$ cat src/rtl/maze_pkg.sv
// Shared types and constants for the MAZE node switch allocator.
package maze_pkg;

    localparam int NPORT = 5;
    localparam int PTR_W = 3;

    localparam int DIR_N = 0;
    localparam int DIR_W = 1;
    localparam int DIR_S = 2;
    localparam int DIR_E = 3;
    localparam int DIR_B = 4;

    // Where this node sits relative to a power-gated (faulty) neighbour x.
    typedef enum logic [3:0] {
        NORMAL,
        N_OF_X,
        S_OF_X,
        E_OF_X,
        W_OF_X,
        NE_OF_X,
        SE_OF_X,
        SW_OF_X,
        NW_OF_X
    } fault_pos_t;

    typedef logic [NPORT-1:0] route_req_t;
    typedef logic [PTR_W-1:0] port_idx_t;

    typedef enum logic [1:0] {
        IDLE,
        ACTIVE,
        DONE
    } alloc_st_t;

    function automatic port_idx_t wrap_inc(input port_idx_t p);
        return (p == port_idx_t'(NPORT - 1)) ? '0 : p + port_idx_t'(1);
    endfunction

endpackage

$ cat src/rtl/maze_rr_arb5.sv
// Five-request round-robin arbiter; the pointer moves past the winner on every grant.
module maze_rr_arb5
    import maze_pkg::*;
(
    input  logic       clk,
    input  logic       rst,
    input  logic [4:0] req,
    output logic [4:0] gnt,
    output logic [2:0] gnt_idx,
    output logic       gnt_any
);

    port_idx_t ptr;
    port_idx_t cand;

    // Search starts at ptr and walks upward, wrapping 4 -> 0.
    always_comb begin
        gnt     = '0;
        gnt_idx = '0;
        gnt_any = 1'b0;
        cand    = ptr;
        for (int k = 0; k < NPORT; k++) begin
            if (!gnt_any && req[cand]) begin
                gnt_any   = 1'b1;
                gnt_idx   = cand;
                gnt[cand] = 1'b1;
            end
            cand = wrap_inc(cand);
        end
    end

    always_ff @(posedge clk or posedge rst) begin
        if (rst) begin
            ptr <= '0;
        end else if (gnt_any) begin
            ptr <= wrap_inc(gnt_idx);
        end
    end

endmodule

$ cat src/rtl/maze_switch_allocator.sv
// Switch allocator for one MAZE mesh node: five input heads competing for five
// crossbar outputs, with multicast served piecemeal until every requested output fired.
//
//   state  | meaning
//   IDLE   | no head loaded; loads route_req & ~out_block when in_valid is set
//   ACTIVE | pending mask nonzero; competes for each output still in the mask
//   DONE   | head fully served, in_pop is out; in_valid ignored for this cycle
module maze_switch_allocator
    import maze_pkg::*;
(
    input  logic        clk,
    input  logic        rst,
    input  logic [4:0]  in_valid,
    input  logic [24:0] in_route_req,
    input  logic [4:0]  out_ready,
    input  logic [4:0]  out_block,
    output logic [4:0]  out_valid,
    output logic [14:0] out_sel,
    output logic [4:0]  in_pop,
    output logic [4:0]  err_drop
);

    alloc_st_t st     [NPORT];
    alloc_st_t st_nxt [NPORT];

    logic [NPORT-1:0][NPORT-1:0] mask;      // [input][output]
    logic [NPORT-1:0][NPORT-1:0] mask_nxt;
    logic [NPORT-1:0][NPORT-1:0] served;    // [input][output]
    logic [NPORT-1:0][NPORT-1:0] arb_req;   // [output][input]
    logic [NPORT-1:0][NPORT-1:0] arb_gnt;   // [output][input]
    logic [NPORT-1:0][PTR_W-1:0] gnt_idx;
    logic [NPORT-1:0]            gnt_any;
    logic [NPORT-1:0]            eligible;
    logic [NPORT-1:0]            pop_nxt;
    logic [NPORT-1:0]            drop_nxt;

    assign eligible = out_ready & ~out_block;

    always_comb begin
        arb_req = '0;
        served  = '0;
        for (int o = 0; o < NPORT; o++) begin
            for (int i = 0; i < NPORT; i++) begin
                arb_req[o][i] = eligible[o] && (st[i] == ACTIVE) && mask[i][o];
                served[i][o]  = arb_gnt[o][i];
            end
        end
    end

    for (genvar o = 0; o < NPORT; o++) begin : g_arb
        maze_rr_arb5 u_arb (
            .clk     (clk),
            .rst     (rst),
            .req     (arb_req[o]),
            .gnt     (arb_gnt[o]),
            .gnt_idx (gnt_idx[o]),
            .gnt_any (gnt_any[o])
        );
    end

    always_comb begin
        mask_nxt = mask;
        pop_nxt  = '0;
        drop_nxt = '0;
        for (int i = 0; i < NPORT; i++) begin
            st_nxt[i] = st[i];
            case (st[i])
                IDLE: begin
                    if (in_valid[i]) begin
                        mask_nxt[i] = in_route_req[NPORT*i +: NPORT] & ~out_block;
                        // An all-zero load (empty or fully blocked) is popped right away.
                        if (mask_nxt[i] == '0) begin
                            st_nxt[i]   = DONE;
                            pop_nxt[i]  = 1'b1;
                            drop_nxt[i] = 1'b1;
                        end else begin
                            st_nxt[i]   = ACTIVE;
                            drop_nxt[i] = |(in_route_req[NPORT*i +: NPORT] & out_block);
                        end
                    end
                end
                ACTIVE: begin
                    mask_nxt[i] = mask[i] & ~served[i];
                    if (mask_nxt[i] == '0) begin
                        st_nxt[i]  = DONE;
                        pop_nxt[i] = 1'b1;
                    end
                end
                DONE:    st_nxt[i] = IDLE;
                default: st_nxt[i] = IDLE;
            endcase
        end
    end

    always_ff @(posedge clk or posedge rst) begin
        if (rst) begin
            for (int i = 0; i < NPORT; i++) begin
                st[i] <= IDLE;
            end
            mask      <= '0;
            out_valid <= '0;
            out_sel   <= '0;
            in_pop    <= '0;
            err_drop  <= '0;
        end else begin
            for (int i = 0; i < NPORT; i++) begin
                st[i] <= st_nxt[i];
            end
            mask      <= mask_nxt;
            out_valid <= gnt_any;
            for (int o = 0; o < NPORT; o++) begin
                if (gnt_any[o]) begin
                    out_sel[PTR_W*o +: PTR_W] <= gnt_idx[o];
                end
            end
            in_pop   <= pop_nxt;
            err_drop <= drop_nxt;
        end
    end

endmodule

$ cat config.mk
export PLATFORM = sky130hd
export DESIGN_NAME = maze_switch_allocator
export DESIGN_NICKNAME = d
export VERILOG_FILES = /design/src/rtl/maze_pkg.sv /design/src/rtl/maze_rr_arb5.sv /design/src/rtl/maze_switch_allocator.sv
export SDC_FILE = /design/constraint.sdc
export NUM_CORES = 1
export LEC_CHECK = 0
export ABC_CLOCK_PERIOD_IN_PS = 5840
export BUFFER_PORTS_ARGS = -buffer_cell sky130_fd_sc_hd__clkbuf_2
export CELL_PAD_IN_SITES_DETAIL_PLACEMENT = 1
export CELL_PAD_IN_SITES_GLOBAL_PLACEMENT = 2
export CORE_UTILIZATION = 37
export CTS_BUF_LIST = sky130_fd_sc_hd__clkbuf_8 sky130_fd_sc_hd__clkbuf_16
export DETAILED_ROUTE_END_ITERATION = 16
export GPL_TIMING_DRIVEN = 0
export PLACE_DENSITY_LB_ADDON = 0.08
export REMOVE_ABC_BUFFERS = 1
export SKIP_LAST_GASP = 1
export SLEW_MARGIN = 10
export SYNTH_ARGS = -nofsm -noshare
export SYNTH_HDL_FRONTEND = slang
export SYNTH_SLANG_ARGS = --single-unit
export TNS_END_PERCENT = 100
$ cat constraint.sdc
create_clock -name clk -period 5.84 [get_ports clk]
set_input_delay 0 -clock clk [delete_from_list [all_inputs] [get_ports clk]]
set_output_delay 0 -clock clk [all_outputs]
set_load 0.005 [all_outputs]
; Word-level counts from Yosys, hierarchy flattened
; Index checks and enable logic that the tools add are counted.
[classes]
shift = 0
reduce_logical = 150
n_eq_ne = 40
order_cmp = 50
div_mod_pow = 0
n_addsub = 25
muxes = 265
mul = 0
bitwise_logic = 42
[op_table]
columns = cell, count
row1 = $mux W3, 50
row2 = $mux W5, 30
row3 = $mux W1, 105
row4 = $lt A3 B4 Y1 const B, 25
row5 = $or A5 B5 Y5, 20
row6 = $logic_and A1 B1 Y1, 95
row7 = $and A5 B5 Y5, 16
row8 = $add A3 B1 Y3 const B, 25
row9 = $bmux W1 S3, 25
row10 = $demux W1 S3, 25
row11 = $eq A3 B3 Y1 const B, 25
row12 = $ge A3 B1 Y1 const B, 25
row13 = $logic_not A5 Y1, 10
row14 = $pmux W5 S2, 5
row15 = $mux W2, 15
row16 = $not A5 Y5, 6
row17 = $reduce_or A5 Y1, 5
row18 = $logic_not A1 Y1, 20
row19 = $pmux W2 S2, 5
row20 = $reduce_and A2 Y1, 10
row21 = $eq A2 B1 Y1 const B, 5
row22 = $logic_not A2 Y1, 5
row23 = $ne A2 B1 Y1 const B, 5
row24 = $ne A2 B2 Y1 const B, 5
row25 = 2 further kinds, 10
[totals]
romBits = 0
latch_bits = 0
mem_bits_rw = 0
reg_bits = 80
elab_cells = 595
output_inout_bits = 30
n_memories = 0

; Logic depth before layout (Yosys ltp)
[logic_depth]
depth_word = 24
mapped_depth = 26
ltp_nobuf = 23

; Hierarchy
; From an unflattened synthesis, not the netlist that was laid out.
[hier_totals]
hier_cells = 1183
hier_area_um2 = 9514.1
[modules_own_cells]
columns = mod, seq_area_each_um2, area_per_inst_um2, instances, cells_each
row1 = maze_switch_allocator, 1626.6, 3196.8, 1, 325
row2 = maze_rr_arb5 (g_arb[1].u_arb ...), 75.1, 1247.4, 2, 170
row3 = maze_rr_arb5 (g_arb[4].u_arb), 75.1, 1295.0, 1, 184
row4 = maze_rr_arb5 (g_arb[0].u_arb), 75.1, 1276.2, 1, 164
row5 = maze_rr_arb5 (g_arb[3].u_arb), 75.1, 1251.2, 1, 170

; Least setup slack after synthesis
; No wires, ideal clock.
[synth_timing]
path_type = reg-to-reg
start = reg g_arb[4].u_arb.ptr[0]
end = reg st[8] (netlist name)
t_arrival_ns = 4.938
path_stages_with_launch = 21
n_path_buf = 2
period_less_slack_ns = 5.060
setup_time_ns = 0.122
setup_slack_ns = 0.780
t_required_ns = 5.718
path_cell_list = dfrtp_1 -> clkbuf_1 -> inv_1 -> ha_1 -> a21oi_1 -> inv_1 -> ha_1 -> o21ai_0 -> a22o_1 -> clkbuf_1 -> ha_1 -> inv_1 -> and4_1 -> o31a_1 -> a21o_1 -> a311o_1 -> nor4_2 -> and3b_1 -> o21bai_1 -> or4_4 -> a32o_1
[synth_between]
elab_chain_cells = 20
elab_cells_between_ends = 73
cone_classes = 4 x add/sub / 10 x order compare / 5 x eq/ne / 33 x mux / 6 x bitwise / 15 x reduce/logical
[synth_lines]
columns = element, line_no
row1 = from (decl), maze_rr_arb5.sv:13  ; port_idx_t ptr;
row2 = from (signal assigned), maze_rr_arb5.sv:36  ; ptr <= wrap_inc(gnt_idx);
row3 = branches (longest 14 deep; another with $lt A3 B4 Y1), -
row4 = $mux W5 (*), maze_rr_arb5.sv:23  ; if (!gnt_any && req[cand]) begin
row5 = $not A5 Y5 (*), maze_switch_allocator.sv:83  ; mask_nxt[i] = mask[i] & ~served[i];
row6 = $and A5 B5 Y5 (*), maze_switch_allocator.sv:83
row7 = $logic_not A5 Y1 (*), maze_switch_allocator.sv:84  ; if (mask_nxt[i] == '0) begin
row8 = $ne A2 B1 Y1 (no source line) (*), -
row9 = $reduce_and A2 Y1 (no source line) (*), -
row10 = "to (signal, indexed assignment)", maze_switch_allocator.sv:107  ; st[i] <= st_nxt[i];
row11 = to (decl), maze_switch_allocator.sv:23  ; alloc_st_t st [NPORT];
; Mark *: on every way between the ends. The select of a mux whose other input is x is not followed.
; A chain may end at the register's enable or synchronous reset.

; Worst setup path after layout
[layout_timing]
start = reg g_arb[1].u_arb.ptr[0]
end = reg in_pop[0]
[layout_between]
elab_chain_cells = 20
elab_cells_between_ends = 73
cone_classes = 4 x add/sub / 10 x order compare / 4 x eq/ne / 35 x mux / 6 x bitwise / 14 x reduce/logical
[layout_lines]
columns = element, line_no
row1 = from (decl), maze_rr_arb5.sv:13
row2 = from (signal assigned), maze_rr_arb5.sv:36
row3 = branches (longest 14 deep; another with $lt A3 B4 Y1), -
row4 = $mux W5 (*), maze_rr_arb5.sv:23
row5 = $not A5 Y5 (*), maze_switch_allocator.sv:83
row6 = $and A5 B5 Y5 (*), maze_switch_allocator.sv:83
row7 = $logic_not A5 Y1 (*), maze_switch_allocator.sv:84
row8 = $mux W1 (*), maze_switch_allocator.sv:84
row9 = $pmux W1 S2 (*), maze_switch_allocator.sv:67  ; case (st[i])
row10 = net pop_nxt[0], maze_switch_allocator.sv:34  ; logic [NPORT-1:0] pop_nxt;
row11 = to (signal assigned), maze_switch_allocator.sv:116  ; in_pop <= pop_nxt;
row12 = to (decl), maze_switch_allocator.sv:19  ; output logic [4:0] in_pop,
; Mark *: on every way through the listed nets, which the timed path passes. The select of a mux whose other input is x is not followed.

==> results.txt <==
----------------------------------------------------
[Status]
  Outcome ... finished, final reports clean

[Die]
  Area of the core ... 24,500 sq um
  Initial cell density of the core ... 0.379
  IO Pins ... 72
  Area of the die ... 25,700 sq um
  DIE HEIGHT ... 160 microns
  Count of standard-cell rows ... 57
  Die Wd ... 160 microns

[Worst hold path]
  Number of cells on the worst hold path ... 3
  Kind of path behind the tightest hold check ... in2reg
  End point of the worst hold path ... err_drop[4]$_DFF_PP0_
  Min-Delay Startpoint ... in_route_req[22]

[Timing]
  Worst Slack Setup Final ... 0.347 ns
  Accumulated negative setup slack ... 0 ns
  Unrepaired setup endpoints after global routing ... true
  Number of pins exceeding their max-slew limit in the final report ... 0
  Peak clock frequency supported by timing ... 182 MHz
  Number of failing setup endpoints in the final timing report ... 0
  Clock period minus worst slack ... 5.49 ns
  Tcrit/Tclk final ... 0.941
  Worst slew margin ... 0.153
  Worst Max-Slew Pin Slew ... 1.27 ns
  Worst setup skew after layout ... 0.00829 ns
  Number of hold violations in the final report ... 0

[GRT]
  Vias in the first global route ... 9,932
  Total congestion overflow after global routing ... 0
  Global-route wire length before repair ... 57,100 microns
  Total routing usage reported by global routing ... 0.281
  Largest net degree at the start of global routing ... 44
  Initial antenna violation count ... 0

[Synthesis]
  Sequential-to-total area share from yosys stat ... 0.216
  EDFF count, synth ... 0
  Async set-reset flop share out of synthesis ... 1.00
  Most common library cells after synthesis ... sky130_fd_sc_hd__nand2_1, sky130_fd_sc_hd__nor2_1, sky130_fd_sc_hd__dfrtp_1, sky130_fd_sc_hd__inv_1, sky130_fd_sc_hd__o21ai_0
  Syn avg cell area ... 7.52 sq um
  #FFs+latches synth ... 80
  Post-synth cell types ... 90
  Synthesized netlist cell count ... 1,233
  Fraction of post-synthesis cell area in the top cell type by area ... 0.216
  Biggest area consumer among synthesized cells ... sky130_fd_sc_hd__dfrtp_1
  Flip-flop cell with the highest count after synthesis ... sky130_fd_sc_hd__dfrtp_1
  Count of yosys warnings during synthesis ... 0
  Top post-synthesis cells by area ... sky130_fd_sc_hd__dfrtp_1, sky130_fd_sc_hd__ha_1, sky130_fd_sc_hd__nand2_1
  Most frequently used cell type in the post-synthesis netlist ... sky130_fd_sc_hd__nand2_1
  Post-synthesis instance area ... 9280 sq um

[Clock network]
  Number of CTS-inserted buffers ... 9
  TritonCTS Sinks ... 80
  Clock root cell ... sky130_fd_sc_hd__clkbuf_16
  Clock insertion delay at the later pin of the skew report ... 0.36 ns
  Clk buf depth ... 2
  CTS H-tree lvls ... 3
  Clock tree from TritonCTS ... done
  Clock input transition at the sequential cells of the worst setup and hold paths ... 0.07 ns

[Setup path]
  Worst r2r dst ... in_pop[0]$_DFF_PP0_
  Worst Setup End Kind ... flop
  R2R Path Start ... g_arb[1].u_arb.ptr[0]$_DFFE_PP0P_
  Maximum net fanout on the critical path ... 18
  Count of cells along the worst register-to-register path ... 14
  Crit start category ... flop
  Critical path data required time ... 6.07 ns
  Register-to-register setup slack ... 0.35 ns
  Classification of the worst setup path ... reg2reg
  Arrival time at the worst endpoint ... 5.73 ns

[Routing]
  Vias per std cell ... 6.41
  1st-pass router iterations ... 7
  Final routed wire length divided by cell count ... 22.7 microns
  DR DRC count ... 0
  Wire length after detailed routing ... 36,200 microns
  Iteration-0 DRC Markers ... 757
  Antenna viol nets, final ... 0
  Via count ... 10,200

[Cells and area]
  Share of post-route cells with drive strength above 1 ... 0.127
  Design Area, Final ... 10,400 sq um
  Diodes inserted ... 0
  Total Nets Final ... 1,351
  Non-filler cells, final ... 1,596
  Area growth syn-to-layout ... 11.8%
  Fillers ... 3,048

[Placement]
  DPL Wire Length ... 27,800 microns
  Port-buffer cells ... 71
  Placed cell area ... 9830 sq um
  Cell count after placement ... 1,565
  Setup Slack @ Placement ... -0.533 ns
  Routability congestion estimate from global placement ... 0.913

[Run]
  Maximum capacitance violations ... 0

----------------------------------------------------
## what timing repair did
item / CTS / global route
hold buffers: 4 / 0
pin swaps: 0 / 1
hold endpoints to repair: 43 / 0
gates cloned: 0 / 0
setup endpoints to repair: 28 / 31
buffers inserted: 0 / 11
resized for setup: 9 / 18
## layer usage
layer / vias up / global-route usage / share of wire
met5: - / 0 / 0
met4: 0 / 0.0758 / 0.018
met3: 39 / 0.0315 / 0.048
met2: 281 / 0.443 / 0.45
met1: 5072 / 0.404 / 0.48
li1: 4834 / - / -
## sequential cells by signal, summed over array words and instances (netlist names)
name / flops
mask: 25
g_arb.u_arb.ptr: 15
out_sel: 15
st: 10
err_drop: 5
in_pop: 5
out_valid: 5
## how the worst max path moves through the flow
stage,startpoint,endpoint,slack [ns],cells after the start
6_report,g_arb[1].u_arb.ptr[0]$_DFFE_PP0P_,in_pop[0]$_DFF_PP0_,0.35,14
2_1_floorplan,g_arb[4].u_arb.ptr[0]$_DFFE_PP0P_,st[8]$_DFFE_PP0P_,1.01,18
4_1_cts,g_arb[1].u_arb.ptr[0]$_DFFE_PP0P_,g_arb[1].u_arb.ptr[2]$_DFFE_PP0P_,0.01,21
5_1_grt,g_arb[1].u_arb.ptr[0]$_DFFE_PP0P_,g_arb[1].u_arb.ptr[2]$_DFFE_PP0P_,-0.11,21
3_3_place_gp,g_arb[1].u_arb.ptr[0]$_DFFE_PP0P_,g_arb[1].u_arb.ptr[2]$_DFFE_PP0P_,-0.52,21
3_5_place_dp,g_arb[1].u_arb.ptr[0]$_DFFE_PP0P_,g_arb[1].u_arb.ptr[2]$_DFFE_PP0P_,-0.53,21
## cell families after synthesis
family,count (synthesis),synth area share
AND/OR/NAND/NOR,519,0.298
AO/OA/AOI/OAI,413,0.324
buffers and inverters,139,0.0585
adder cells (fa/ha/maj),42,0.0566
flip-flops,80,0.216
multiplexers,40,0.0471
## area by class of cell
| class | count | area, sq um | area share |
|---|---|---|---|
| sequential | 80 | 2010 | 0.194 |
| multi-input combinational | 1014 | 6830 | 0.658 |
| tap | 324 | 405 | 0.0391 |
| clock inverter | 7 | 88.8 | 0.00857 |
| clock buffer | 9 | 225 | 0.0217 |
| inverter | 73 | 285 | 0.0275 |
| timing repair buffer | 89 | 528 | 0.0509 |
## through the flow
stage / hold WS [ns] / util
detailed placement: 0.0865 / 0.402
CTS: 0.0210 / 0.417
finish: 0.0335 / 0.424
floorplan: 0.110 / -
global placement: 0.348 / 0.399
global route: 0.0407 / 0.424
## placed cells by master, fill, tap and decap left out, types with 26 or more instances in the layout
master,instances
sky130_fd_sc_hd__o21ai_0,59
sky130_fd_sc_hd__inv_1,70
sky130_fd_sc_hd__nor2b_1,30
sky130_fd_sc_hd__and3_1,26
sky130_fd_sc_hd__nand3_1,58
sky130_fd_sc_hd__nor2_1,107
sky130_fd_sc_hd__ha_1,42
sky130_fd_sc_hd__nor3_1,32
sky130_fd_sc_hd__dfrtp_1,74
sky130_fd_sc_hd__a21oi_1,54
sky130_fd_sc_hd__nand2_1,112
sky130_fd_sc_hd__mux2i_1,29
sky130_fd_sc_hd__a21o_1,28
sky130_fd_sc_hd__nand4_1,34
sky130_fd_sc_hd__clkbuf_2,71
## worst max-delay path: stages, from the launching register on
cell                       delay (ns)
sky130_fd_sc_hd__dfrtp_4         0.57
sky130_fd_sc_hd__inv_1           0.16
sky130_fd_sc_hd__ha_1            0.33
sky130_fd_sc_hd__a21oi_2         0.34
sky130_fd_sc_hd__clkinv_2        0.23
sky130_fd_sc_hd__ha_1            0.28
sky130_fd_sc_hd__or4_1           0.56
sky130_fd_sc_hd__and3_1          0.29
sky130_fd_sc_hd__or2_2           0.35
sky130_fd_sc_hd__a31oi_1         0.31
sky130_fd_sc_hd__nand3_1         0.39
sky130_fd_sc_hd__nor2_1          0.40
sky130_fd_sc_hd__a31oi_1         0.22
sky130_fd_sc_hd__or4_4           0.59
sky130_fd_sc_hd__o32ai_1         0.32
Power is left out: the tool's default activity adds up to more than one toggle a clock period on the data nets, which glitch-free logic cannot reach.
